`config.mk`:
```
export PLATFORM = sky130hd
export DESIGN_NAME = cgb_pixel_mixer
export DESIGN_NICKNAME = d
export VERILOG_FILES = /design/src/rtl/cgb_pixel_mixer.sv
export SDC_FILE = /design/constraint.sdc
export NUM_CORES = 1
export LEC_CHECK = 0
export CORE_ASPECT_RATIO = 0.75
export CORE_MARGIN = 1
export CORE_UTILIZATION = 40
export CTS_BUF_LIST = sky130_fd_sc_hd__clkbuf_4 sky130_fd_sc_hd__clkbuf_8 sky130_fd_sc_hd__clkbuf_16
export DETAILED_ROUTE_END_ITERATION = 6
export GPL_TIMING_DRIVEN = 0
export PLACE_DENSITY = 0.7
export SLEW_MARGIN = 20
export SYNTH_ARGS = -nofsm -noshare
export SYNTH_HDL_FRONTEND = slang
export SYNTH_SLANG_ARGS = --single-unit
```
`constraint.sdc`:
```
create_clock -name I_CLK -period 3.9 [get_ports I_CLK]
set_input_delay 0.975 -clock I_CLK [delete_from_list [all_inputs] [get_ports I_CLK]]
set_output_delay 0.975 -clock I_CLK [all_outputs]
set_load 0.01 [all_outputs]
```
`src/rtl/cgb_pixel_mixer.sv`:
```
// cgb_pixel_mixer: resolves CGB BG/sprite priority per pixel, expands RGB555 to RGB888 and
// queues {address, color} for the framebuffer behind a first-word fall-through FIFO.
module cgb_pixel_mixer #(
   parameter int FIFO_DEPTH = 8,
   parameter int SCREEN_W   = 160,
   parameter int SCREEN_H   = 144
) (
   input  logic        I_CLK,
   input  logic        I_RESET,
   input  logic        I_FRAME_START,
   input  logic        I_PIX_VALID,
   input  logic [2:0]  I_BG_PAL,
   input  logic [1:0]  I_BG_IDX,
   input  logic        I_BG_PRIO,
   input  logic        I_SPR_VALID,
   input  logic [2:0]  I_SPR_PAL,
   input  logic [1:0]  I_SPR_IDX,
   input  logic        I_SPR_BEHIND,
   input  logic        I_MASTER_PRIO,
   output logic        O_STALL,
   output logic [2:0]  O_BGPAL_SEL,
   output logic [1:0]  O_BGPAL_INDEX,
   output logic [2:0]  O_SPRPAL_SEL,
   output logic [1:0]  O_SPRPAL_INDEX,
   input  logic [15:0] I_BGPAL_COLOR,
   input  logic [15:0] I_SPRPAL_COLOR,
   output logic        O_FB_VALID,
   input  logic        I_FB_READY,
   output logic [14:0] O_FB_ADDR,
   output logic [23:0] O_FB_DATA,
   output logic        O_OVERFLOW
);
   localparam int XW = $clog2(SCREEN_W);
   localparam int YW = $clog2(SCREEN_H);
   localparam int AW = $clog2(FIFO_DEPTH);
   localparam int CW = AW + 1;
   localparam int OW = CW + 1;

   typedef struct packed {
      logic [14:0] addr;
      logic [23:0] rgb;
   } fb_entry_t;

   logic [XW-1:0] x_q, cur_x, s1_x;
   logic [YW-1:0] y_q, cur_y, s1_y;

   logic          s1_valid;
   logic [2:0]    s1_bg_pal, s1_spr_pal;
   logic [1:0]    s1_bg_idx, s1_spr_idx;
   logic          s1_bg_prio, s1_spr_valid, s1_spr_behind, s1_master_prio;

   fb_entry_t     fifo_mem [FIFO_DEPTH];
   logic [AW-1:0] rd_ptr, wr_ptr;
   logic [CW-1:0] count;
   logic          overflow_q;

   logic          stall, capture, push, pop, use_spr, spr_opaque;
   logic [OW-1:0] occupancy;
   fb_entry_t     mix_entry;

   // The color file returns the low palette byte in [15:8]; swap before splitting channels.
   function automatic logic [23:0] rgb555_to_888(input logic [15:0] color);
      logic [14:0] c;
      c = {color[6:0], color[15:8]};
      return {c[4:0], c[4:2], c[9:5], c[9:7], c[14:10], c[14:12]};
   endfunction

   // NOTE: every signal gets a value at the top of always_comb so no path can infer a latch.
   always_comb begin
      occupancy  = {1'b0, count} + OW'(s1_valid);
      stall      = occupancy >= OW'(FIFO_DEPTH - 1);
      capture    = I_PIX_VALID && !stall;
      cur_x      = I_FRAME_START ? '0 : x_q;
      cur_y      = I_FRAME_START ? '0 : y_q;

      spr_opaque = s1_spr_valid && (s1_spr_idx != 2'd0);
      use_spr    = spr_opaque &&
                   (!s1_master_prio || (s1_bg_idx == 2'd0) || !(s1_bg_prio || s1_spr_behind));

      mix_entry.addr = 15'(int'(s1_y) * SCREEN_W + int'(s1_x));
      mix_entry.rgb  = use_spr ? rgb555_to_888(I_SPRPAL_COLOR) : rgb555_to_888(I_BGPAL_COLOR);

      pop        = (count != '0) && I_FB_READY;
      push       = s1_valid && ((count != CW'(FIFO_DEPTH)) || pop);
   end

   assign O_STALL        = stall;
   assign O_BGPAL_SEL    = s1_bg_pal;
   assign O_BGPAL_INDEX  = s1_bg_idx;
   assign O_SPRPAL_SEL   = s1_spr_pal;
   assign O_SPRPAL_INDEX = s1_spr_idx;
   assign O_FB_VALID     = (count != '0);
   assign O_FB_ADDR      = O_FB_VALID ? fifo_mem[rd_ptr].addr : '0;
   assign O_FB_DATA      = O_FB_VALID ? fifo_mem[rd_ptr].rgb  : '0;
   assign O_OVERFLOW     = overflow_q;

   // NOTE: sequential state uses non-blocking assignments so every register samples pre-edge values.
   always_ff @(posedge I_CLK) begin
      if (I_RESET) begin
         x_q            <= '0;
         y_q            <= '0;
         s1_valid       <= 1'b0;
         s1_bg_pal      <= '0;
         s1_bg_idx      <= '0;
         s1_bg_prio     <= 1'b0;
         s1_spr_valid   <= 1'b0;
         s1_spr_pal     <= '0;
         s1_spr_idx     <= '0;
         s1_spr_behind  <= 1'b0;
         s1_master_prio <= 1'b0;
         s1_x           <= '0;
         s1_y           <= '0;
         rd_ptr         <= '0;
         wr_ptr         <= '0;
         count          <= '0;
         overflow_q     <= 1'b0;
      end else begin
         s1_valid <= capture;
         if (capture) begin
            s1_bg_pal      <= I_BG_PAL;
            s1_bg_idx      <= I_BG_IDX;
            s1_bg_prio     <= I_BG_PRIO;
            s1_spr_valid   <= I_SPR_VALID;
            s1_spr_pal     <= I_SPR_PAL;
            s1_spr_idx     <= I_SPR_IDX;
            s1_spr_behind  <= I_SPR_BEHIND;
            s1_master_prio <= I_MASTER_PRIO;
            s1_x           <= cur_x;
            s1_y           <= cur_y;
         end

         // Position advances for every offered pixel, dropped ones included.
         if (I_PIX_VALID) begin
            if (cur_x == XW'(SCREEN_W - 1)) begin
               x_q <= '0;
               y_q <= (cur_y == YW'(SCREEN_H - 1)) ? '0 : cur_y + 1'b1;
            end else begin
               x_q <= cur_x + 1'b1;
               y_q <= cur_y;
            end
         end else begin
            x_q <= cur_x;
            y_q <= cur_y;
         end

         if (I_FRAME_START)
            overflow_q <= 1'b0;
         if (I_PIX_VALID && stall)
            overflow_q <= 1'b1;

         if (push)
            wr_ptr <= wr_ptr + 1'b1;
         if (pop)
            rd_ptr <= rd_ptr + 1'b1;
         count <= count + CW'(push) - CW'(pop);
      end
   end

   // NOTE: the storage array is not reset; only pointers and count are, and the head is masked while empty.
   always_ff @(posedge I_CLK) begin
      if (push)
         fifo_mem[wr_ptr] <= mix_entry;
   end
endmodule

```
==> flow_metrics.env, run 1 <==
export IMPL_ys_top_cells_by_area="edfxtp_1 (58%), mux4_2 (11%), dfxtp_1 (9.8%), mux2i_1 (4.2%), ha_1 (2.9%)"
export IMPL_critical_path_slowest_cell="clkdlybuf4s50_1"
export IMPL_wl_mm=26.0
export IMPL_clockBufferDepth=3
export IMPL_cts_tree="yes"
export IMPL_syn_nets=846
export IMPL_vdd_ir_drop_max_mv=0.333
export IMPL_leakage_nw=5.28
export IMPL_ys_flop_type="edfxtp_1"
export IMPL_slew_violations=0
export IMPL_clk_pin_slew_worst_paths_ns=0.07
export IMPL_crit_family="buffers and inverters"
export IMPL_grt_max_degree=21
export IMPL_finalHoldViolCount=0
export IMPL_post_dp_hpwl_mm=17.7
export IMPL_pwr_share_comb=0.283
export IMPL_synth_async_sr_flop_share=0
export IMPL_min_path_type="flop to flop"
export IMPL_cap_violations=0
export IMPL_finClkSkew_ns=0.0142
export IMPL_p_int_mw=6.43
export IMPL_relSlewSlack=0.355
export IMPL_die_x_um=206
export IMPL_gp_congestion=0.829
export IMPL_cpPeakStageDelay_ns=0.59
export IMPL_power_density_mw_per_mm2=577
export IMPL_syn_area_sq_mm=0.0125
export IMPL_firstDrtPassIters=6
export IMPL_fin_crit_sh=0.971
export IMPL_path_cells="inv_1, ha_1, and2_1, clkbuf_1, buf_1, nor2_1, clkdlybuf4s50_1"
export IMPL_drc=8
export IMPL_synth_cell_types=47
export IMPL_yosysTopAreaCellShare=0.576
export IMPL_synth_top_area_cell="edfxtp_1"
export IMPL_final_common_cell="edfxtp_1"
export IMPL_cts_root_buf="clkbuf_16"
export IMPL_worst_path_max_fanout=10
export IMPL_drt_iter0_markers=459
export IMPL_crit_type="flop to output pin"
export IMPL_grt_pass1_vias=6954
export IMPL_dieArea_sq_mm=0.0320
export IMPL_synth_edff_count=240
export IMPL_path_buf_inv=4
export IMPL_syn_to_final_growth_pct=21.9
export IMPL_crit_required_ns=2.92
export IMPL_ys_ff_latch=301
export IMPL_ys_seq_area_frac=0.673
export IMPL_core_area_sq_mm=0.0305
export IMPL_critPathCaptureType="output pin"
export IMPL_grt_pass1_wl_mm=40.4
export IMPL_hold_buffers=0
export IMPL_cp_start_kind="flop"
export IMPL_grtUsageTotal=0.167
export IMPL_via_per_inst=5.12
export IMPL_antenna_found_initial=0
export IMPL_setup_viol=0
export IMPL_worstSkewPairLatency_ns=0.55
export IMPL_io_pins=103
export IMPL_cts_sinks=301
export IMPL_numPortBuffers=98
export IMPL_num_rows=55
export IMPL_layout_nets=987
export IMPL_tns_ns=0
export IMPL_final_antenna_net_count=0
export IMPL_drt_wirelength_per_cell_um=19.6
export IMPL_cts_buffers=30
export IMPL_die_y_um=155
export IMPL_syn_instance_count=763
export IMPL_p_sw_frac=0.270
export IMPL_tightest_slew_ns=0.968
export IMPL_vias=6793
export IMPL_p_sw_mw=2.37
export IMPL_clock_fmax_mhz=264
export IMPL_overflow=0
export IMPL_layout_drive_gt1_share=0.198
export IMPL_htreeDepth=1
export IMPL_p_seq_frac=0.415
export IMPL_rsz0062_at_grt="yes"
export IMPL_violations="design-rule violations"
export IMPL_period_needed_ns=3.79
export IMPL_initial_core_util=0.411
export IMPL_arrival_ns=2.81
export IMPL_p_clk_frac=0.302
export IMPL_final_cell_mix="edfxtp_1 (240), clkdlybuf4s50_1 (98), nor2_1 (77), dfxtp_1 (60), mux4_2 (60)"
export IMPL_fin_ws_ns=0.113
export IMPL_diodes=0
export IMPL_status="complete, but fails checks"
export IMPL_final_util=0.500
export IMPL_yosysWarnings=0
export IMPL_place_ws_ns=0.273
export IMPL_synth_avg_cell_area_sq_um=16.4
## cell families (layout without fill, tap and decap cells)
kind of cell | Yosys count | count (layout) | synth area share
xor gates and xnor gates | 30 | 30 | 0.0210
and+or+nand+nor | 173 | 173 | 0.0663
AOI/OAI and AO/OA | 36 | 36 | 0.0185
DFF | 301 | 301 | 0.673
muxes | 128 | 128 | 0.164
buffers and inverters | 63 | 228 | 0.0234
adders and majority gates | 32 | 32 | 0.0338
## cells in the mapped netlist (2+ instances only)
cell type  count
xor2_1        15
or3b_1         4
nand2_1       26
dfxtp_1       61
nor2_1        84
nor3b_1        2
xnor2_1       15
a21oi_1       18
edfxtp_1     240
mux4_2        60
o21ai_0        4
nand3_1        7
nor3_1         7
buf_2         12
mux2i_1       53
nand4_1        8
fa_1           3
clkbuf_1      24
and3_1         3
or2_2          3
inv_1         15
or3b_2         4
nor2b_1       10
mux2_2        15
ha_1          29
a21o_1         2
buf_4         11
nand2b_1       6
and2_1         4
## final cells by class
class	instances	area [sq um]
tap	399	499
timing repair buffer	110	1210
fill	2517	15200
buffer	47	269
clock inverter	18	91.3
clock buffer	38	828
inverter	15	56.3
multi-input combinational	399	3870
sequential	301	8430
## per-layer routing
layer	part of all wire	GRT usage	vias to the layer above
met3	0.051	0.0258	37
met1	0.49	0.256	3406
met5	0	0	-
met2	0.44	0.250	171
li1	-	-	3179
met4	0.016	0.0389	0
## per-stage QoR
stage / cell area (sq um) / hold slack, ns / std cells / total power [mW]
finish: 15300 / 0.476 / 1327 / 8.80
global route: 15300 / 0.504 / 1327 / 9.20
CTS: 15300 / 0.477 / 1327 / 8.91
detailed placement: 14300 / 0.468 / 1272 / 6.23
global placement: 14000 / 0.462 / 1260 / 6.17
floorplan: 12500 / 0.436 / 763 / 5.19
## power groups by stage
stage | Clock [mW] | Combinational, mW | Sequential, mW
3_3_place_gp | 0 | 2.46 | 3.71
3_5_place_dp | 0 | 2.52 | 3.71
2_1_floorplan | 0 | 1.49 | 3.70
4_1_cts | 2.71 | 2.54 | 3.65
5_1_grt | 2.83 | 2.71 | 3.67
6_report | 2.66 | 2.49 | 3.65
## flip-flops by register name, summed over array words and instances (netlist names), named ones only
register and cells:
x_q 8, O_BGPAL_INDEX 2, s1_spr_valid 1, y_q 8, O_SPRPAL_SEL 3, s1_y 8, O_BGPAL_SEL 3, rd_ptr 3
wr_ptr 3, s1_x 8, s1_bg_prio 1, O_SPRPAL_INDEX 2, count 4, s1_spr_behind 1, s1_valid 1, O_OVERFLOW 1
s1_master_prio 1, fifo_mem 240
## worst reg2reg max path, cell delays in order, from the launching register on
cell      delay, ns
dfxtp_1        0.41
ha_1           0.26
ha_1           0.23
fa_1           0.42
a211oi_1       0.34
nor2_1         0.11
xor2_1         0.27
nand4_1        0.17
xnor2_1        0.64
## worst paths after layout
| path | start | end | slack (ns) | cells past startpoint |
|---|---|---|---|---|
| min | s1_x[7] | s1_x[7] | 0.48 | 2 |
| min reg2reg | s1_x[7] | s1_x[7] | 0.48 | 2 |
| max reg2reg | s1_y[1] | fifo_mem[1][38] | 0.74 | 8 |
| max | count[2] | O_FB_ADDR[8] | 0.11 | 7 |
## what timing repair did
action / CTS / global route
gates resized for setup: 16 / 9
endpoints found under the setup margin: 32 / 16
setup buffers: 0 / 0
No activity file was read; power rests on OpenSTA's default activity.
==> run 2, diff against run 1 <==
--- a/config.mk
+++ b/config.mk
@@ -7,11 +7,11 @@
 export LEC_CHECK = 0
 export CORE_ASPECT_RATIO = 0.75
 export CORE_MARGIN = 1
-export CORE_UTILIZATION = 40
+export CORE_UTILIZATION = 36
 export CTS_BUF_LIST = sky130_fd_sc_hd__clkbuf_4 sky130_fd_sc_hd__clkbuf_8 sky130_fd_sc_hd__clkbuf_16
 export DETAILED_ROUTE_END_ITERATION = 6
 export GPL_TIMING_DRIVEN = 0
-export PLACE_DENSITY = 0.7
+export PLACE_DENSITY = 0.65
 export SLEW_MARGIN = 20
 export SYNTH_ARGS = -nofsm -noshare
 export SYNTH_HDL_FRONTEND = slang
==> flow_metrics.env, run 2 (synthesis results as in run 1) <==
export IMPL_overflow=0
export IMPL_finalPower_mw=9.09
export IMPL_gp_congestion=0.807
export IMPL_worst_path_max_fanout=10
export IMPL_arrival_ns=2.75
export IMPL_largest_register="fifo_mem"
export IMPL_grt_max_degree=18
export IMPL_drt_wirelength_per_cell_um=19.1
export IMPL_place_ws_ns=0.394
export IMPL_min_from="s1_x[7]"
export IMPL_final_cell_mix="edfxtp_1 (240), clkdlybuf4s50_1 (98), nor2_1 (77), dfxtp_1 (61), mux4_2 (60)"
export IMPL_fin_crit_sh=0.956
export IMPL_grt_pass1_wl_mm=41.0
export IMPL_cpPeakStageDelay_ns=0.46
export IMPL_via_per_inst=4.97
export IMPL_clock_fmax_mhz=268
export IMPL_path_buf_inv=4
export IMPL_tightest_slew_ns=0.928
export IMPL_crit_type="flop to output pin"
export IMPL_finClkSkew_ns=0.0107
export IMPL_grtUsageTotal=0.154
export IMPL_cts_tree="yes"
export IMPL_layout_drive_gt1_share=0.202
export IMPL_crit_family="buffers and inverters"
export IMPL_num_rows=58
export IMPL_whs_endpoint="s1_x[7]"
export IMPL_firstDrtPassIters=5
export IMPL_setup_viol=0
export IMPL_leakage_nw=5.32
export IMPL_dieArea_sq_mm=0.0355
export IMPL_wl_mm=26.3
export IMPL_r2r_cells=8
export IMPL_period_needed_ns=3.73
export IMPL_fin_ws_ns=0.171
export IMPL_top_layer="met4"
export IMPL_cts_root_buf="clkbuf_16"
export IMPL_die_x_um=217
export IMPL_numPortBuffers=98
export IMPL_layout_nets=984
export IMPL_holdWs_ns=0.472
export IMPL_htreeDepth=1
export IMPL_wl_met1_mm=12.9
export IMPL_drc=0
export IMPL_cp_depth=7
export IMPL_final_antenna_net_count=0
export IMPL_cap_violations=0
export IMPL_multiInputGateArea_sq_mm=0.00387
export IMPL_r2r_start="s1_y[3]"
export IMPL_place_inst=1321
export IMPL_vdd_ir_drop_max_mv=0.354
export IMPL_grt_pass1_vias=6990
export IMPL_largest_reg_flops=240
export IMPL_post_dp_hpwl_mm=17.7
export IMPL_relSlewSlack=0.378
export IMPL_initial_core_util=0.369
export IMPL_die_y_um=163
export IMPL_post_cts_buffers=0
export IMPL_finalHoldViolCount=0
export IMPL_hold_buffers=0
export IMPL_drt_iter0_markers=420
export IMPL_vias=6823
export IMPL_critPathCaptureType="output pin"
export IMPL_syn_to_final_growth_pct=22.9
export IMPL_hold_depth=2
export IMPL_clockBufferDepth=3
export IMPL_final_common_cell="edfxtp_1"
export IMPL_worstSkewPairLatency_ns=0.55
export IMPL_cts_sinks=301
export IMPL_fin_cells=1373
export IMPL_r2r_end="fifo_mem[3][38]"
export IMPL_cp_start_kind="flop"
export IMPL_status="finished clean"
export IMPL_path_cells="clkbuf_1, clkbuf_2, mux4_2, mux2i_1, nor2_1, buf_4, clkdlybuf4s50_1"
export IMPL_clk_pin_slew_worst_paths_ns=0.06
export IMPL_fillCellCount=2930
export IMPL_diodes=0
export IMPL_min_path_type="flop to flop"
export IMPL_regArea_sq_mm=0.00843
export IMPL_wl_met3_mm=1.22
export IMPL_power_density_mw_per_mm2=591
export IMPL_antenna_found_initial=0
export IMPL_r2r_slack_ns=0.76
export IMPL_crit_required_ns=2.92
export IMPL_io_pins=103
export IMPL_critical_path_slowest_cell="clkdlybuf4s50_1"
export IMPL_rsz0062_at_grt="yes"
export IMPL_cts_buffers=29
export IMPL_slew_violations=0
export IMPL_dr_wl_met2_mm=11.7
export IMPL_core_area_sq_mm=0.0339
-- run 2: metrics by stage --
stage | utilization | area [sq um] | setup TNS (ns)
after global routing | 0.454 | 15400 | -0.136
after CTS | 0.454 | 15400 | 0
after global placement | 0.415 | 14100 | -290.12
after detailed placement | 0.423 | 14400 | 0
final | 0.454 | 15400 | 0
after floorplan | - | 12500 | 0
-- run 2: final cells by class --
type,instances,area share
Multi-Input combinational cell,399,0.251
Clock buffer,30,0.0476
Tap cell,450,0.0366
Timing Repair Buffer,108,0.0781
Sequential cell,301,0.548
Buffer,47,0.0171
Clock inverter,23,0.0180
Inverter,15,0.00366
-- run 2: per-layer routing --
| metal | GRT usage | up-vias |
|---|---|---|
| met2 | 0.236 | 152 |
| met1 | 0.228 | 3471 |
| li1 | - | 3168 |
| met4 | 0.0368 | 0 |
| met5 | 0 | - |
| met3 | 0.0246 | 32 |
-- run 2: worst register-to-register path, cell delays in order, from the launching register on --
cell      delay, ns
dfxtp_1        0.40
ha_1           0.26
ha_1           0.22
fa_1           0.41
a211oi_1       0.31
nor2_1         0.10
xor2_1         0.27
nand4_1        0.15
xnor2_1        0.69
-- run 2: how the worst max path moves through the flow --
| stage | slack, ns | endpoint |
|---|---|---|
| 3_5_place_dp | 0.39 | O_FB_DATA[13] |
| 4_1_cts | 0.04 | O_FB_DATA[13] |
| 2_1_floorplan | 0.69 | fifo_mem[2][11] |
| 5_1_grt | -0.05 | O_FB_DATA[22] |
| 6_report | 0.17 | O_FB_DATA[13] |
| 3_3_place_gp | -1.30 | fifo_mem[2][22] |
-- run 2: report_power, final --
part | internal [mW] | switching, mW
registers | 3.58 | 0.0661
logic | 1.33 | 1.15
clock network | 1.77 | 1.20
total | 6.68 | 2.41
-- run 2: what timing repair did --
action	in CTS	in global routing
resized for setup	16	8
endpoints found under the setup margin	37	23
cloned	0	0
